`config.mk`:
```
export PLATFORM = sky130hd
export DESIGN_NAME = local_input_buffer
export DESIGN_NICKNAME = d
export VERILOG_FILES = /design/src/rtl/local_input_buffer_pkg.sv /design/src/rtl/local_input_buffer_sync_fifo_fwft.sv /design/src/rtl/local_input_buffer.sv
export SDC_FILE = /design/constraint.sdc
export NUM_CORES = 1
export LEC_CHECK = 0
export ABC_AREA = 1
export BUFFER_PORTS_ARGS = -buffer_cell sky130_fd_sc_hd__buf_2
export CAP_MARGIN = 25
export CORE_MARGIN = 2
export CORE_UTILIZATION = 41
export DETAILED_ROUTE_END_ITERATION = 16
export GPL_ROUTABILITY_DRIVEN = 0
export PLACE_DENSITY_LB_ADDON = 0.15
export SLEW_MARGIN = 5
export SYNTH_ARGS = -nofsm -noshare
export SYNTH_HDL_FRONTEND = slang
export SYNTH_SLANG_ARGS = --single-unit
```
`constraint.sdc`:
```
create_clock -name clk -period 4.26 [get_ports clk]
set_clock_uncertainty 0.05 [all_clocks]
set_input_delay 0.852 -clock clk [delete_from_list [all_inputs] [get_ports clk]]
set_output_delay 0.852 -clock clk [all_outputs]
set_load 0.02 [all_outputs]
```
`src/rtl/local_input_buffer_pkg.sv`:
```
// Shared definitions for the router local-port input buffer: packet width,
// header field map and upstream acceptance FSM encodings.
package local_input_buffer_pkg;

  localparam int PKT_W = 56;

  // Header field map; the buffer forwards packets untouched.
  localparam int PKT_ID_LSB  = 0;
  localparam int PKT_ID_W    = 10;
  localparam int MOD_ID_LSB  = 10;
  localparam int MOD_ID_W    = 6;
  localparam int RAND_LSB    = 16;
  localparam int RAND_W      = 10;

  typedef enum logic [1:0] {
    ACC_IDLE = 2'd0,
    ACC_GNT  = 2'd1,
    ACC_REL  = 2'd2
  } acc_state_t;

endpackage

```
`src/rtl/local_input_buffer_sync_fifo_fwft.sv`:
```
// First-word-fall-through FIFO: head entry is visible on o_data whenever
// the FIFO holds data; occupancy is a dedicated counter.
module sync_fifo_fwft
  import local_input_buffer_pkg::*;
#(
  parameter int W      = PKT_W,
  parameter int DEPTH  = 4,
  parameter int ADDR_W = 2
) (
  input  logic              clk,
  input  logic              rst_n,
  input  logic              i_push,
  input  logic [W-1:0]      i_data,
  input  logic              i_pop,
  output logic [W-1:0]      o_data,
  output logic              o_full,
  output logic [ADDR_W:0]   o_count
);

  logic [W-1:0]      r_mem [DEPTH];
  logic [ADDR_W-1:0] r_wr_ptr;
  logic [ADDR_W-1:0] r_rd_ptr;
  logic [ADDR_W:0]   r_count;
  logic              w_empty;
  logic              w_push;
  logic              w_pop;

  assign w_empty = (r_count == '0);
  assign o_full  = (r_count == (ADDR_W+1)'(DEPTH));
  // Pops on an empty FIFO and pushes on a full one are dropped here.
  assign w_pop   = i_pop && !w_empty;
  assign w_push  = i_push && !o_full;

  always_ff @(posedge clk) begin
    if (w_push) r_mem[r_wr_ptr] <= i_data;
  end

  always_ff @(posedge clk or negedge rst_n) begin
    if (!rst_n) begin
      r_wr_ptr <= '0;
      r_rd_ptr <= '0;
      r_count  <= '0;
    end else begin
      if (w_push) r_wr_ptr <= r_wr_ptr + 1'b1;
      if (w_pop)  r_rd_ptr <= r_rd_ptr + 1'b1;
      case ({w_push, w_pop})
        2'b10:   r_count <= r_count + 1'b1;
        2'b01:   r_count <= r_count - 1'b1;
        default: r_count <= r_count;
      endcase
    end
  end

  // Head is masked to zero when empty so stale data never leaks out.
  assign o_data  = w_empty ? '0 : r_mem[r_rd_ptr];
  assign o_count = r_count;

endmodule

```
`src/rtl/local_input_buffer.sv`:
```
// Router local-port input buffer: injector Req/Gnt acceptance FSM in front
// of a FWFT FIFO, presenting the head packet to the routing stage.
module local_input_buffer
  import local_input_buffer_pkg::*;
#(
  parameter int         packetwidth = PKT_W,
  parameter int         DEPTH       = 4,
  parameter int         ADDR_W      = 2,
  parameter logic [5:0] routerID    = 6'b000_000
) (
  input  logic                   clk,
  input  logic                   reset,
  input  logic                   ReqUpStr,
  input  logic [packetwidth-1:0] PacketIn,
  output logic                   GntUpStr,
  output logic                   UpStrFull,
  output logic                   ReqDnStr,
  output logic [packetwidth-1:0] PacketOut,
  input  logic                   GntDnStr,
  output logic [ADDR_W:0]        Occupancy,
  output logic [15:0]            PktCount
);

  acc_state_t  r_state;
  acc_state_t  w_next_state;
  logic        w_accept;
  logic [15:0] r_pkt_count;
  logic        w_unused_cfg;

  always_ff @(posedge clk or negedge reset) begin
    if (!reset) r_state <= ACC_IDLE;
    else        r_state <= w_next_state;
  end

  // ACC_REL holds until the injector drops Req, so a late-dropped request
  // is never accepted twice.
  always_comb begin
    w_next_state = r_state;
    w_accept     = 1'b0;
    case (r_state)
      ACC_IDLE: begin
        if (ReqUpStr && !UpStrFull) begin
          w_accept     = 1'b1;
          w_next_state = ACC_GNT;
        end
      end
      ACC_GNT: w_next_state = ACC_REL;
      ACC_REL: if (!ReqUpStr) w_next_state = ACC_IDLE;
      default: w_next_state = ACC_IDLE;
    endcase
  end

  always_ff @(posedge clk or negedge reset) begin
    if (!reset)        r_pkt_count <= '0;
    else if (w_accept) r_pkt_count <= r_pkt_count + 1'b1;
  end

  sync_fifo_fwft #(
    .W      (packetwidth),
    .DEPTH  (DEPTH),
    .ADDR_W (ADDR_W)
  ) u_fifo (
    .clk     (clk),
    .rst_n   (reset),
    .i_push  (w_accept),
    .i_data  (PacketIn),
    .i_pop   (GntDnStr),
    .o_data  (PacketOut),
    .o_full  (UpStrFull),
    .o_count (Occupancy)
  );

  assign GntUpStr = (r_state == ACC_GNT);
  assign ReqDnStr = (Occupancy != '0);
  assign PktCount = r_pkt_count;

  // Router ID and header field map are informational only.
  assign w_unused_cfg = ^{routerID,
                          PacketOut[PKT_ID_LSB +: PKT_ID_W],
                          PacketOut[MOD_ID_LSB +: MOD_ID_W],
                          PacketOut[RAND_LSB +: RAND_W]};

endmodule

```
[Yosys cells after proc, flatten, opt, wreduce, memory -nomap -nowiden]
Memory sizes are Yosys's and may differ from the RTL's.
Index checks and enable logic that the tools add are counted.
Word-level totals
  register bits after elaboration: 25
  memory bits (writable): 224
  input bits: 60
  output and inout bits: 78
  logic and storage cells: 37
  memories kept: 1
Cells by class
  add/subtract/negate cells: 5
  eq/ne operators: 7
  muxes and demuxes: 9
  reductions and logical operators: 10
Memories
  u_fifo.r_mem: words 4, bits a word 56, rd ports 1, clocked after memory_dff 0, write ports 1, RTL line local_input_buffer_sync_fifo_fwft.sv:20  | logic [W-1:0] r_mem [DEPTH];
Operators by type and width (count)
  56-bit two-way mux: 1
  16-bit by 1-bit adder with 16-bit output, second input constant: 1
  2-bit case mux with 3 select lines: 1
  3-bit case mux with 2 select lines: 1
  2-bit by 1-bit adder with 2-bit output, second input constant: 2
  2-bit by 1-bit == test with 1-bit output, second input constant: 2
  2-bit == test, second input constant: 2
  1-bit two-way mux: 4
  2-bit two-way mux: 2
  2-bit != test, second input constant: 2
  3-bit by 1-bit adder with 3-bit output, second input constant: 1
  3-bit == test, second input constant: 1
  1-bit logical AND: 3
  3-bit zero test: 1
  3-bit nonzero test: 1
  3-bit by 1-bit subtractor with 3-bit output, second input constant: 1
  1-bit zero test: 2
  2-bit zero test: 1
  2-bit AND reduction: 1
  2-bit nonzero test: 1

[Logic depth before layout (Yosys ltp)]
Gate-level depths: netlist (run 1).
  depth in word-level cells: 8
  depth in mapped cells: 11
  mapped depth without buffers: 10

[Modules after synthesis]
A second synthesis (run 1) with hierarchy kept.
Second synthesis, totals
  cell total of the unflattened synthesis: 1053
  area total of the unflattened synthesis: 10949.3 µm²
By module, submodules not included
  sync_fifo_fwft: times used 1, cells each 943, area each 9979.6 µm², sequential area each 6901.6 µm²
  local_input_buffer: times used 1, cells each 110, area each 969.7 µm², sequential area each 450.4 µm²

[Worst setup path before layout (run 1)]
OpenSTA, ideal clock, no wires.
  kind: input to register
  start: in ReqUpStr
  end: mem u_fifo.r_mem[0][0] (netlist name) (enable)
  library setup time: 0.470 ns
  arrival time: 3.597 ns
  required time: 3.740 ns
  slack: 0.143 ns
  stages: 5
  buffers on the path: 1
  cells stage by stage: nand2_1 > inv_1 > nand2_2 > buf_4 > nor2_1
On the way
  word-level cells in the longest chain between the ends: 6
Ends and longest elaborated chain
  start: declaration: RTL line local_input_buffer.sv:13  | input logic ReqUpStr,
  1-bit logical AND: RTL line local_input_buffer.sv:42  | if (ReqUpStr && !UpStrFull) begin
  1-bit two-way mux: RTL line local_input_buffer.sv:42
  1-bit two-way mux: RTL line local_input_buffer.sv:40  | case (r_state)
  1-bit logical AND: RTL line local_input_buffer_sync_fifo_fwft.sv:32  | assign w_push = i_push && !o_full;
  1-bit two-way mux: RTL line local_input_buffer_sync_fifo_fwft.sv:35  | if (w_push) r_mem[r_wr_ptr] <= i_data;
  1-bit two-way mux (implied by the code): RTL line local_input_buffer_sync_fifo_fwft.sv:35
  end: declaration: RTL line local_input_buffer_sync_fifo_fwft.sv:20
Every way passes these cells.

[Worst setup path in the final report (run 1)]
  start: reg u_fifo.r_rd_ptr[0]
  end: out PacketOut[47]
On the way
  word-level cells in the longest chain between the ends: 2
Ends and longest elaborated chain
  start: declaration: RTL line local_input_buffer_sync_fifo_fwft.sv:22  | logic [ADDR_W-1:0] r_rd_ptr;
  start signal: assignment: RTL line local_input_buffer_sync_fifo_fwft.sv:45  | if (w_pop) r_rd_ptr <= r_rd_ptr + 1'b1;
  memory read 4 x 56 bit
  56-bit two-way mux: RTL line local_input_buffer_sync_fifo_fwft.sv:55  | assign o_data = w_empty ? '0 : r_mem[r_rd_ptr];
  end: declaration: RTL line local_input_buffer.sv:18  | output logic [packetwidth-1:0] PacketOut,
Every way passes these cells.

==> results of run 1 <==
through the flow:
| stage | power, mW | std cells | cell area, um^2 |
|---|---|---|---|
| after floorplan | 5.62 | 832 | 10100 |
| after global placement | 6.64 | 1263 | 11100 |
| after detailed placement | 6.65 | 1263 | 11100 |
| after CTS | 8.98 | 1313 | 11900 |
| after global routing | 9.42 | 1313 | 11900 |
| final | 8.84 | 1313 | 11900 |
cells by family (layout without fill, tap and decap cells):
kind of cell    Yosys count  in the layout
compound gates          173            173
xor+xnor                 12             12
fa+ha+maj                 7              7
buf+inv                  76            233
flops                   249            249
simple gates            315            315
critical path, delay by kind of cell, from the launching register on:
| kind | cells | cell delay, ns |
|---|---|---|
| buffers and inverters | 2 | 0.86 |
| DFF | 1 | 0.83 |
| AOI/OAI and AO/OA | 2 | 0.32 |
| and+or+nand+nor | 2 | 0.22 |
registers in the layout (all words and copies together) (netlist names):
name             count
PktCount            16
r_state              2
u_fifo.o_count       3
u_fifo.r_mem       224
u_fifo.r_rd_ptr      2
u_fifo.r_wr_ptr      2
Yosys cell counts, types with 2 or more instances:
| library cell | n |
|---|---|
| nor2_1 | 243 |
| nand3b_1 | 4 |
| dfrtp_1 | 25 |
| buf_4 | 3 |
| buf_2 | 20 |
| xnor2_1 | 7 |
| xor2_1 | 5 |
| buf_6 | 9 |
| clkbuf_1 | 7 |
| nand3_2 | 2 |
| edfxtp_1 | 224 |
| o21ai_1 | 62 |
| inv_1 | 28 |
| ha_1 | 6 |
| nand2_1 | 48 |
| nand2_2 | 4 |
| nor2_2 | 3 |
| nand3_1 | 8 |
| inv_2 | 2 |
| o21ai_0 | 53 |
| nor2_4 | 2 |
| a21oi_1 | 58 |
| clkbuf_2 | 4 |
layer usage:
layer	up-vias	share of wire	track usage
li1	3146	-	-
met1	3055	0.45	0.225
met2	140	0.49	0.288
met3	31	0.046	0.0300
met4	4	0.015	0.0422
met5	-	0.0012	0
power by group through the flow:
stage / sequential, mW / clock, mW / combinational [mW]
floorplan: 3.26 / 0 / 2.35
global placement: 3.34 / 0 / 3.30
detailed placement: 3.35 / 0 / 3.31
CTS: 3.30 / 2.35 / 3.32
global route: 3.34 / 2.46 / 3.62
finish: 3.29 / 2.30 / 3.25
final cells by class:
| class | count | share of cell area |
|---|---|---|
| repair buffers | 152 | 0.0699 |
| clock inverters | 16 | 0.0150 |
| clock buffers | 34 | 0.0587 |
| inverters | 31 | 0.00995 |
| multi-input cells | 507 | 0.197 |
| well taps | 324 | 0.0339 |
| flip-flops and latches | 249 | 0.616 |
how the worst min path moves through the flow:
stage               depth (start not counted)                        to  slack [ns]
finish                                      1   PktCount[2]$_DFFE_PN0N_        0.28
floorplan                                   1    r_state[1]$_DFFE_PN0P_        0.41
detailed placement                          2  PktCount[15]$_DFFE_PN0N_        0.43
global route                                1   PktCount[5]$_DFFE_PN0N_        0.32
CTS                                         1   PktCount[2]$_DFFE_PN0N_        0.28
global placement                            2  PktCount[15]$_DFFE_PN0N_        0.43
==> results_dict.tcl, run 1 <==
set metrics [dict create \
    die-area_um2 25900 \
    rsz0062_at_grt "no" \
    cts_tree "yes" \
    dr.pass1.iters 4 \
    ys_ff_latch 249 \
    num_antenna_cells 0 \
    power_frac_clock 0.260 \
    irDropWorstVdd_mv 0.380 \
    arrival_ns 2.81 \
    whs_ns 0.277 \
    drive_gt1_frac 0.212 \
    reg2reg_depth 6 \
    maxCapViolations 0 \
    worstSetupStartpointType "register" \
    first_iter_violations 438 \
    cts_buffers 27 \
    crit_start "u_fifo.r_rd_ptr[0]$_DFFE_PN0P_" \
    io_pins 138 \
    postCtsSetupRepairBufs 0 \
    multiInputGateArea_um2 2350 \
    synthDistinctLibCells 28 \
    holdBufCountCts 0 \
    finalCritPeriodShare 0.872 \
    hold_violations 0 \
    hold_path_class "in2async" \
    syn2layout_area_growth_pct 18.5 \
    htreeDepth 1 \
    vias 6376 \
    setup_viol 0 \
    outcome "finished clean" \
    setup_slack_ns 0.545 \
    crit_top_cell "nor2_1" \
    crit_fanout 61 \
    synth_area_um2 10100 \
    postRouteAntennaNets 0 \
    switching_share 0.381 \
    clock.fmax_ghz 0.269 \
    syn_area_per_cell_um2 12.1 \
    start_util 0.416 \
    maxSlewHeadroom 0.482 \
    clk_latency_ns 0.53 \
    cts.sinks 249 \
    synthAdderAreaFrac 0.00943 \
    cts_root_buf "clkbuf_16" \
    final_cell_mix "239 x nor2_1, 224 x edfxtp_1, 137 x buf_2, 62 x o21ai_1, 58 x a21oi_1" \
    register_area_um2 7360 \
    rows 57 \
    grt_pass1_wl_um 34000 \
    synthXorXnorAreaFrac 0.0104 \
    antenna_found_initial 2 \
    r2r_start "r_state[1]$_DFFE_PN0P_" \
    synthSimpleGateAreaFrac 0.124 \
    critPathMaxStageDelay_ns 0.83 \
    grt_pass1_vias 6218 \
    drt-total-wl_um 21700 \
    async_reset_ff_frac 0.100 \
    pwr_density_cell_nw_per_um2 740 \
    worstSetupEndpoint "PacketOut[47]" \
    cts.path.max_buffers 3 \
    fin_nets 1035 \
    required_ns 3.36 \
    ys.flop_type "edfxtp_1" \
    synth.area.top_cells "edfxtp_1 67%, nor2_1 9.0%, dfrtp_1 6.2%" \
    fillCellCount 2186 \
    post-synth-top-area-fraction 0.667 \
    cp_slowest_cell "dfrtp_4" \
    die_h_um 161 \
    synth_top_family_by_area "simple AND/OR/NAND/NOR gates" \
    p_int_mw 5.47 \
    muxShareOfSynthArea 0 \
    pre_cts_ws_ns 1.12 \
    place.port_buffers 137 \
    coreArea_um2 24200 \
    via_per_inst 4.86 \
    remaining_drc_errors 0 \
    hpwlAfterDp_um 12500 \
    yosys.area.top_type "edfxtp_1" \
    cts.repair.resized 0 \
    power_leakage_nw 4.46 \
    tightestPinTransition_ns 0.776 \
    synthesis.nets 899 \
    synth_edf_count 224 \
    syn_inst 832 \
    ys_seq_area_frac 0.729 \
    r2r_end "u_fifo.r_mem[3][49]$_DFFE_PP_" \
    grt_max_degree 62 \
    p_sw_mw 3.37 \
    pwr-share-seq 0.373 \
    dieWidth_um 161 \
    wl_per_cell_um 16.5 \
    layout_min_cycle_time_ns 3.72 \
    clk_pin_slew_ns 0.06 \
    final_util 0.493 \
    path_cells "buf_4 > nor2_1 > nor2_1 > o21ai_1 > a21oi_1 > buf_2" \
    finalMaxSlewViolations 0 \
    synth_compound_area_frac 0.0859 \
    critPathKind "reg2out" \
    fin_tns_setup_ns 0 \
    grtUsageTotal 0.169 \
    r2r_setup_slack_ns 1.89 \
    gr-total-overflow 0 \
    layout_commonest_cell "nor2_1" \
    cp-end-kind "primary output" \
    yosys_warnings 0 \
    pwr-share-comb 0.367 \
]
(Power assumes the default switching activity.)
==> run 2, diff against run 1 <==
Settings changed: BUFFER_PORTS_ARGS -buffer_cell sky130_fd_sc_hd__buf_2 to not set, DONT_BUFFER_PORTS set to 1.
==> results_dict.tcl, run 2 (synthesis results as in run 1) <==
set metrics [dict create \
    setup_slack_ns 0.727 \
    layout_min_cycle_time_ns 3.53 \
    rows 57 \
    rsz0062_at_grt "no" \
    clock.fmax_ghz 0.283 \
    remaining_drc_errors 0 \
    arrival_ns 2.63 \
    dp_cells 1124 \
    syn2layout_area_growth_pct 11.2 \
    pwr_density_cell_nw_per_um2 735 \
    cts_tree "yes" \
    finalMaxSlewViolations 0 \
    largest_reg_flops 224 \
    dr.pass1.iters 4 \
    wl_per_cell_um 18.3 \
    final_cell_mix "239 x nor2_1, 224 x edfxtp_1, 62 x o21ai_1, 58 x a21oi_1, 53 x o21ai_0" \
    place.port_buffers 0 \
    cts_buffers 27 \
    reg2reg_depth 9 \
    clk_pin_slew_ns 0.06 \
    grt_pass1_vias 6350 \
    antenna_found_initial 0 \
    vias 5973 \
    fin_nets 897 \
    maxCapViolations 0 \
    outcome "finished clean" \
    cts.sinks 249 \
    top_register "u_fifo.r_mem" \
    dieWidth_um 161 \
    fin_cells 1173 \
    clk_latency_ns 0.52 \
    maxSlewHeadroom 0.491 \
    coreArea_um2 24200 \
    num_antenna_cells 0 \
    drt-total-wl_um 21500 \
    pre_cts_ws_ns 1.22 \
    first_iter_violations 282 \
    die-area_um2 25900 \
    grt_pass1_wl_um 34500 \
    io_pins 138 \
    gr-total-overflow 0 \
    grt_max_degree 76 \
    hpwlAfterDp_um 12800 \
    layout_commonest_cell "nor2_1" \
    postRouteAntennaNets 0 \
    cts_root_buf "clkbuf_16" \
    total_power_mw 8.24 \
    worstSetupStartpointType "register" \
    setup_viol 0 \
    fin_tns_setup_ns 0 \
    crit_fanout 75 \
    htreeDepth 1 \
    cts.path.max_buffers 3 \
    finalCritPeriodShare 0.829 \
    tightestPinTransition_ns 0.764 \
    grtUsageTotal 0.170 \
    via_per_inst 5.09 \
    drive_gt1_frac 0.0836 \
    cp-end-kind "primary output" \
    irDropWorstVdd_mv 0.398 \
    power_leakage_nw 3.86 \
    start_util 0.416 \
    critPathKind "reg2out" \
    required_ns 3.36 \
    hold_violations 0 \
    hold_path_class "in2async" \
    r2r_setup_slack_ns 1.82 \
    die_h_um 161 \
]
## run 2: cell count changes in the layout (fill, tap and decap cells not counted), sizes merged
cell	previous run	this run
clkinv	10	11
inv	32	31
bufinv	4	2
buf	152	14
## run 2: area by class of cell
type	count	area, um^2
Tap cell	324	405
Clock inverter	14	120
Multi-Input combinational cell	507	2350
Clock buffer	34	702
Inverter	31	119
Fill cell	2162	13000
Timing Repair Buffer	14	155
Sequential cell	249	7360
## run 2: what timing repair did
item	4_1_cts	5_1_grt
hold buffers	1	0
hold endpoints to repair	25	0
gates resized for setup	0	0
buffers inserted	0	0
## run 2: worst max-delay path, stage by stage (launching register included)
cell and delay (ns):
dfrtp_4 0.60, inv_4 0.59, buf_4 0.36, o21ai_1 0.11
a21oi_1 0.43
## run 2: routing by layer
metal	vias up	routed length [um]	share of wire	global-route usage
met1	2936	8800	0.41	0.206
met5	-	0	0	0
met4	0	451	0.021	0.0426
met3	34	1390	0.065	0.0475
met2	137	10900	0.51	0.301
li1	2866	-	-	-
## run 2: report_power, final
part / total, mW / internal (mW) / switching (mW)
Combinational: 2.80 / 0.667 / 2.13
Sequential: 3.28 / 3.06 / 0.225
Clock: 2.15 / 1.28 / 0.875
Total: 8.24 / 5.00 / 3.23
## run 2: worst paths after layout
check	from	endpoint
worst max-delay path	u_fifo.r_rd_ptr[0]$_DFFE_PN0P_	PacketOut[49]
worst min-delay path	reset	PktCount[6]$_DFFE_PN0N_
min in group clk	PacketIn[32]	u_fifo.r_mem[0][32]$_DFFE_PP_
max in group asynchronous	reset	u_fifo.r_rd_ptr[0]$_DFFE_PN0P_
worst max register to register	u_fifo.o_count[1]$_DFFE_PN0P_	u_fifo.o_count[2]$_DFFE_PN0P_
worst min register to register	r_state[1]$_DFFE_PN0P_	r_state[1]$_DFFE_PN0P_
## run 2: per-stage QoR
step                      instance area [um^2]  hold slack [ns]  utilization
after floorplan                          10100            0.414            -
after global placement                   10300            0.430        0.427
after detailed placement                 10400            0.443        0.428
after CTS                                11200           0.0734        0.462
after global routing                     11200           0.0721        0.462
final                                    11200           0.0976        0.462
==> run 3, diff against run 2 <==
Settings changed: ABC_AREA 1 to 0.
Clock period 4.26 ns to 3.1 ns, I/O delays scaled along.
==> results_dict.tcl, run 3 <==
set metrics [dict create \
    first_iter_violations 193 \
    grtUsageTotal 0.145 \
    power_leakage_nw 3.65 \
    synth_edf_count 224 \
    cts_root_buf "clkbuf_16" \
    synth_common_cells "224 x edfxtp_1, 61 x and2_1, 56 x mux4_2, 25 x dfrtp_1, 12 x xnor2_1" \
    yosys.area.top_type "edfxtp_1" \
    yosys_warnings 0 \
    fillCellCount 1952 \
    num_antenna_cells 0 \
    coreArea_um2 23300 \
    gr-total-overflow 0 \
    via_per_inst 5.12 \
    cts.path.max_buffers 3 \
    largest_reg_flops 224 \
    top_register "u_fifo.r_mem" \
    cts.sinks 249 \
    remaining_drc_errors 0 \
    htreeDepth 1 \
    pwr-share-seq 0.411 \
    maxCapViolations 0 \
    finalCritPeriodShare 0.943 \
    clock.fmax_ghz 0.342 \
    maxSlewHeadroom 0.619 \
    hold_violations 0 \
    drt-total-wl_um 18000 \
    rsz0062_at_grt "no" \
    setup_slack_ns 0.178 \
    required_ns 2.43 \
    hold_path_class "in2reg" \
    die-area_um2 24800 \
    cts_buffers 27 \
    rows 56 \
    synth.area.top_cells "edfxtp_1 70%, mux4_2 13%, dfrtp_1 6.5%" \
    setup_viol 0 \
    worstSetupStartpointType "register" \
    pwr_density_cell_nw_per_um2 1020 \
    ys.flop_type "edfxtp_1" \
    syn_area_per_cell_um2 21.0 \
    fin_tns_setup_ns 0 \
    register_area_um2 7360 \
    ys_seq_area_frac 0.762 \
    synthesis.nets 527 \
    finalMaxSlewViolations 0 \
    pwr-share-comb 0.290 \
    multiInputGateArea_um2 2180 \
    cts_tree "yes" \
    pre_cts_ws_ns 0.503 \
    dr.pass1.iters 6 \
    clk_pin_slew_ns 0.06 \
    layout_min_cycle_time_ns 2.92 \
    io_pins 138 \
    antenna_found_initial 0 \
    grt_pass1_wl_um 26900 \
    dieWidth_um 157 \
    async_reset_ff_frac 0.100 \
    p_int_mw 7.74 \
    post-synth-top-area-fraction 0.697 \
    arrival_ns 2.25 \
    tightestPinTransition_ns 0.572 \
    p_sw_mw 3.59 \
    layout_commonest_cell "edfxtp_1" \
    die_h_um 157 \
    drive_gt1_frac 0.250 \
    synth_area_um2 9650 \
    synth_most_common_cell "edfxtp_1" \
    fin_nets 553 \
    irDropWorstVdd_mv 0.603 \
    wl_per_cell_um 21.8 \
    cp-end-kind "primary output" \
    syn2layout_area_growth_pct 15.4 \
    outcome "finished clean" \
    cts.repair.resized 0 \
    hpwlAfterDp_um 11000 \
    place.port_buffers 0 \
    power_frac_clock 0.299 \
    critPathKind "reg2out" \
    grt_pass1_vias 4663 \
    synthDistinctLibCells 33 \
    final_cell_mix "224 x edfxtp_1, 57 x and2_1, 56 x mux4_2, 27 x clkbuf_16, 23 x dfrtp_1" \
    postRouteAntennaNets 0 \
    clk_latency_ns 0.52 \
    syn_inst 460 \
    switching_share 0.317 \
    start_util 0.415 \
    grt_max_degree 58 \
    crit_fanout 22 \
    vias 4215 \
    ys_ff_latch 249 \
]
[run 3: cell types whose count changed in the layout (fill, tap and decap cells not counted), sizes merged, moves of 25 or more]
cell,before,now
mux4,0,56
and2,0,61
nor2,248,5
o21ai,115,1
inv,31,6
a21oi,58,0
nand2,52,10
[run 3: cells by family after synthesis]
kind of cell | share of synthesized area
xor gates and xnor gates | 0.0191
DFF | 0.762
buffers and inverters | 0.0134
adders and majority gates | 0.00986
and+or+nand+nor | 0.0623
AOI/OAI and AO/OA | 0.000518
muxes | 0.133
[run 3: worst paths after layout]
kind	slack (ns)	depth (start not counted)	to	startpoint
min	0.14	0	u_fifo.r_mem[3][46]$_DFFE_PP_	PacketIn[46]
max in group asynchronous	2.34	2	u_fifo.r_rd_ptr[1]$_DFFE_PN0P_	reset
min reg2reg	0.51	2	r_state[1]$_DFFE_PN0P_	r_state[1]$_DFFE_PN0P_
max reg2reg	0.70	5	u_fifo.r_mem[2][11]$_DFFE_PP_	u_fifo.o_count[2]$_DFFE_PN0P_
max	0.18	3	PacketOut[0]	u_fifo.r_rd_ptr[0]$_DFFE_PN0P_
min in group asynchronous	0.49	2	r_state[0]$_DFFE_PN0P_	reset
[run 3: what timing repair did]
action	in CTS	in global routing
setup buffers	0	0
hold buffers	2	0
hold endpoints to repair	25	0
[run 3: stage by stage]
step,cell area (um^2),hold slack (ns),cells,utilization,total power [mW]
finish,11100,0.140,824,0.479,11.3
global route,11100,0.113,824,0.479,11.9
CTS,11100,0.110,824,0.479,11.5
detailed placement,10200,0.275,774,0.437,8.12
global placement,10200,0.275,774,0.437,8.07
floorplan,9650,0.274,460,-,7.30
[run 3: power groups by stage]
stage          Clock, mW  Combinational, mW  Sequential, mW
2_1_floorplan          0               2.75            4.55
3_3_place_gp           0               3.35            4.71
3_5_place_dp           0               3.38            4.74
4_1_cts             3.48               3.39            4.67
5_1_grt             3.60               3.56            4.72
6_report            3.39               3.28            4.65
[run 3: final cells by class]
class	count	share of cell area
flip-flops and latches	249	0.661
multi-input cells	185	0.196
clock buffers	28	0.0610
well taps	319	0.0358
clock inverters	20	0.0242
repair buffers	17	0.0207
inverters	6	0.00202
[run 3: worst max-delay path, cell delays in order, from the launching register on]
cell and delay [ns]:
dfrtp_4 0.65, buf_12 0.27, mux4_2 0.53, and2_1 0.26
[run 3: layer usage]
metal  wire [um]  global-route usage  vias to the layer above  part of all wire
met5           0                   0                        -                 0
met2        9280               0.252                      119              0.52
met3        1530              0.0534                       30             0.085
li1            -                   -                     1863                 -
met1        6880               0.170                     2203              0.38
met4         295              0.0372                        0             0.016
